$ cat config.mk
export PLATFORM = sky130hd
export DESIGN_NAME = pipe_stall_regs
export DESIGN_NICKNAME = d
export VERILOG_FILES = /design/src/rtl/pipe_stall_regs.sv
export SDC_FILE = /design/constraint.sdc
export NUM_CORES = 1
export LEC_CHECK = 0
export CAP_MARGIN = 20
export CORE_ASPECT_RATIO = 1.5
export CORE_UTILIZATION = 42
export CTS_BUF_LIST = sky130_fd_sc_hd__clkbuf_4 sky130_fd_sc_hd__clkbuf_8
export DETAILED_ROUTE_END_ITERATION = 16
export GPL_TIMING_DRIVEN = 0
export PLACE_DENSITY = 0.9
export SYNTH_ARGS = -nofsm -noshare
export SYNTH_HDL_FRONTEND = slang
export SYNTH_SLANG_ARGS = --single-unit
$ cat constraint.sdc
create_clock -name clk -period 1.91 [get_ports clk]
set_input_delay 0.4775 -clock clk [delete_from_list [all_inputs] [get_ports clk]]
set_output_delay 0.4775 -clock clk [all_outputs]
set_load 0.005 [all_outputs]
$ cat src/rtl/pipe_stall_regs.sv
// Sequential end of the load-use stall path: PC, IF/ID and ID/EX control/rt
// registers with hold/bubble/flush, a saturating stall counter and a sticky error flag.
module pipe_stall_regs #(
  parameter logic [31:0] RESET_PC    = 32'h0040_0000,
  parameter int unsigned CTRL_W      = 9,
  parameter int unsigned MEMREAD_BIT = 3,
  parameter int unsigned CNT_W       = 16
) (
  input  logic              clk,
  input  logic              reset,
  input  logic              PC_En,
  input  logic              IFID_ctrl,
  input  logic              stall_ctrl,
  input  logic              flush,
  input  logic [31:0]       pc_next,
  input  logic [31:0]       instr_in,
  input  logic [31:0]       pc4_in,
  input  logic [CTRL_W-1:0] ctrl_in,
  output logic [31:0]       PC,
  output logic [31:0]       IF_ID_instr,
  output logic [31:0]       IF_ID_pc4,
  output logic [4:0]        IF_ID_rs,
  output logic [4:0]        IF_ID_rt,
  output logic [CTRL_W-1:0] ID_EX_ctrl,
  output logic [4:0]        ID_EX_rt,
  output logic              lw_detected,
  output logic [CNT_W-1:0]  stall_count,
  output logic              hazard_err
);

  logic legal;
  logic bubble;

  // The hazard detector drives all three enables together: all-run or all-stall.
  assign legal  = (PC_En & IFID_ctrl & stall_ctrl) | ~(PC_En | IFID_ctrl | stall_ctrl);
  assign bubble = flush | ~stall_ctrl;

  assign IF_ID_rs    = IF_ID_instr[25:21];
  assign IF_ID_rt    = IF_ID_instr[20:16];
  assign lw_detected = ID_EX_ctrl[MEMREAD_BIT];

  always_ff @(posedge clk or negedge reset) begin
    if (!reset) begin
      PC          <= RESET_PC;
      IF_ID_instr <= '0;
      IF_ID_pc4   <= '0;
      ID_EX_ctrl  <= '0;
      ID_EX_rt    <= '0;
      stall_count <= '0;
      hazard_err  <= 1'b0;
    end else begin
      if (PC_En)
        PC <= pc_next;

      if (flush) begin
        IF_ID_instr <= '0;
        IF_ID_pc4   <= '0;
      end else if (IFID_ctrl) begin
        IF_ID_instr <= instr_in;
        IF_ID_pc4   <= pc4_in;
      end

      if (bubble) begin
        ID_EX_ctrl <= '0;
        ID_EX_rt   <= '0;
      end else begin
        ID_EX_ctrl <= ctrl_in;
        ID_EX_rt   <= IF_ID_instr[20:16];
      end

      // Only genuine load-use bubbles are counted; flushes are not stalls.
      if (!stall_ctrl && !flush && (stall_count != '1))
        stall_count <= stall_count + CNT_W'(1);

      if (!legal)
        hazard_err <= 1'b1;
    end
  end

endmodule

==> metrics.yaml <==
global_routing:
  grt_busiest_layer: "met2"
  met3_usage_pct: 6.11
  gr-usage-met1_pct: 22.2
  grt_use_total_pct: 22.2
  grt_pass1_wl_um: 21500
  antenna_found_initial: 0
  grt_pass1_vias: 4440
  grt_start_max_net_pins: 66
  met2_usage_pct: 42.6
  overflow: 0
critical_path:
  slowest_stage: "clkdlybuf4s50_1"
  slowest_delay_ps: 550
  critPathArrivalTime_ps: 1390
  ff2ff_path_depth: 6
  crit_chain: "clkdlybuf4s50_1"
  critical_path_buf_inv_count: 1
  r2r-start: "stall_count[0]$_DFFE_PN0P_"
  cp-end-kind: "output port"
  start_kind: "flip-flop"
  worst_ep_required_time_ps: 1430
  critPathKind: "reg2out"
  path_max_fanout: 5
  timing.rr.end: "stall_count[1]$_DFFE_PN0P_"
  reg2reg_slack_ps: 100
  critPathTopFamily: "buffers and inverters"
drt:
  firstDrtPassIters: 4
  routed_wl_um: 13900
  ant_nets: 0
  drtIter0Drc: 120
  wl_per_cell_um: 16.7
  viasPerCell: 4.84
  drc: 0
  num_vias: 4043
timing:
  finalCriticalPeriod_ps: 1870
  worstMarginPinSlew_ps: 693
  relSlewSlack_pct: 53.8
  period_share_pct: 97.8
  worst_slack_ps: 42.2
  clock_skew_ps: 12.5
  setup_violations: 0
  hold_viol_final: 0
  drv_slew: 0
  max_clock_freq_mhz: 535
power:
  pwr-share-clk_pct: 40.0
  internal_power_w: 0.00553
  cellLeakagePower_nw: 3.95
  p_sw_w: 0.00170
  switching_share_pct: 23.6
  p_comb_share_pct: 17.2
  peakVddDrop_v: 0.000714
  powerDensity_nw_per_um2: 858
  p_seq_share_pct: 42.8
logic_synthesis:
  synth-async-reset-ratio_pct: 100
  syn_area_um2: 5110
  synth-seq-cells: 127
  seq_area_frac_synth_pct: 62.2
  synthCells: 393
  ys_warn_count: 0
  synth_most_common_cell: "dfrtp_1"
  yosysTopAreaCell: "dfrtp_1"
  synth_cell_types: 32
  synthTopCellsByArea: "dfrtp_1 (62%), mux2i_1 (13%), mux2_2 (7.5%)"
  syn_area_per_cell_um2: 13.0
  ys.flop_type: "dfrtp_1"
  syn_nets: 505
  synth_common_cells: "dfrtp_1 (126), nor2_1 (72), mux2i_1 (64)"
  synth_edf_count: 0
  yosys.area.top_type_share_pct: 61.7
die:
  coreArea_um2: 12000
  dieWidth_um: 92.1
  initial_core_util_pct: 42.8
  ios: 249
  row_count: 49
  die_area_um2: 12600
  dieHeight_um: 137
cells_and_area:
  multi_input_area_um2: 1780
  regArea_um2: 3190
  nNetsFinal: 781
  antennaDiodeCount: 0
  area_growth_pct: 64.8
  instances_no_fill: 835
  n_fill_cell: 802
  drive_above_1_share_pct: 16.3
placement:
  port_buffers: 247
  place_hpwl_um: 10500
  dp_cells: 794
  dpl_worst_slack_ps: -540
  gp_congestion: 0.822
clock_tree:
  path_clk_slew_ps: 80
  cts_tree: "done"
  cts_made_buffers: 17
  cts_root_buffer: "clkbuf_8"
  cts.sinks: 127
  cts_buffer_depth: 2
  h-tree-depth: 4
  insertion_delay_ps: 420
outcome:
  outcome: "finished clean"
job:
  maxCapViolations: 0
min_path:
  hold_class: "in2async"
layout by cell type, fill, tap and decap left out, types with 2 or more instances in the layout:
| cell | instances |
|---|---|
| a21oi_1 | 4 |
| and2_1 | 14 |
| and3_1 | 4 |
| and4bb_2 | 2 |
| buf_2 | 5 |
| buf_4 | 19 |
| bufinv_16 | 6 |
| clkbuf_1 | 11 |
| clkbuf_2 | 2 |
| clkbuf_8 | 20 |
| clkdlybuf4s50_1 | 236 |
| clkinv_4 | 3 |
| clkinvlp_4 | 2 |
| dfrtp_1 | 120 |
| dfrtp_2 | 6 |
| dlygate4sd2_1 | 2 |
| dlymetal6s2s_1 | 8 |
| mux2_2 | 34 |
| mux2i_1 | 64 |
| nand2_1 | 6 |
| nand3_1 | 2 |
| nand4_1 | 6 |
| nor2_1 | 71 |
| nor3_1 | 2 |
| nor3_2 | 2 |
| xnor2_1 | 2 |
| xor2_1 | 9 |
sequential cells by signal (all words and copies together), names as in the netlist:
signal       flops
IF_ID_pc4       32
stall_count     16
ID_EX_ctrl       9
IF_ID_instr     32
hazard_err       1
ID_EX_rt         5
PC              32
worst register-to-register path, cell delays in order, from the launching register on:
cell and delay [ps]:
dfrtp_1 420, ha_1 270, nand4_4 180, nor4_4 280, buf_4 190, nor3_2 60, mux2_4 310
power by group through the flow:
stage          Sequential [W]  Combinational (W)  Clock (W)
4_1_cts               0.00310            0.00124    0.00295
6_report              0.00309            0.00124    0.00289
2_1_floorplan         0.00313           0.000373          0
5_1_grt               0.00313            0.00133    0.00306
3_5_place_dp          0.00314            0.00123          0
3_3_place_gp          0.00312            0.00118          0
layer usage:
metal  wire [um]  part of all wire [%]
met1        4890                    35
met2        7870                    56
met3         855                   6.1
met4         322                   2.3
met5           0                     0
worst max path at each step:
| stage | from | to | cells past startpoint |
|---|---|---|---|
| 2_1_floorplan | stall_count[0]$_DFFE_PN0P_ | stall_count[1]$_DFFE_PN0P_ | 5 |
| 3_3_place_gp | reset | IF_ID_pc4[4]$_DFFE_PN0P_ | 1 |
| 3_5_place_dp | IFID_ctrl | IF_ID_instr[3]$_DFFE_PN0P_ | 5 |
| 4_1_cts | IF_ID_instr[17]$_DFFE_PN0P_ | IF_ID_rt[1] | 2 |
| 5_1_grt | stall_ctrl | stall_count[13]$_DFFE_PN0P_ | 5 |
| 6_report | stall_count[6]$_DFFE_PN0P_ | stall_count[6] | 1 |
logic make-up (layout without fill, tap and decap cells):
| group | count (synthesis) | count (layout) | synth area share (%) |
|---|---|---|---|
| muxes | 99 | 99 | 20.3 |
| AOI/OAI and AO/OA | 6 | 6 | 0.636 |
| xor gates and xnor gates | 11 | 11 | 1.88 |
| and+or+nand+nor | 118 | 118 | 11.5 |
| adders and majority gates | 1 | 1 | 0.245 |
| buffers and inverters | 31 | 320 | 3.21 |
| DFF | 127 | 127 | 62.2 |
layout make-up:
| cell class | instances | area share [%] |
|---|---|---|
| Sequential cell | 127 | 37.8 |
| Timing Repair Buffer | 258 | 30.9 |
| Multi-Input combinational cell | 235 | 21.1 |
| Clock buffer | 20 | 3.27 |
| Clock inverter | 12 | 2.73 |
| Tap cell | 153 | 2.27 |
| Buffer | 29 | 1.84 |
| Inverter | 1 | 0.0445 |
stage by stage:
| stage | utilization (%) | power (W) | setup TNS, ps | hold slack (ps) | instance area (um2) |
|---|---|---|---|---|---|
| final | 70.5 | 0.00723 | 0 | 26.4 | 8430 |
| after global routing | 70.5 | 0.00752 | -16.1 | 58.7 | 8430 |
| after CTS | 69.9 | 0.00729 | 0 | 34.2 | 8360 |
| after detailed placement | 65.3 | 0.00437 | -33090 | 456 | 7800 |
| after global placement | 65.0 | 0.00430 | -572140 | 443 | 7780 |
| after floorplan | - | 0.00350 | 0 | 182 | 5110 |
repair_timing:
action	in CTS	in global routing
gates resized for setup	10	10
endpoints found under the setup margin	61	15
endpoints found under the hold margin	0	0
gates cloned	0	0
pin swaps	1	0
setup buffers	5	5
hold buffers	0	0
Note: power is estimated with default switching activity, not from simulation.
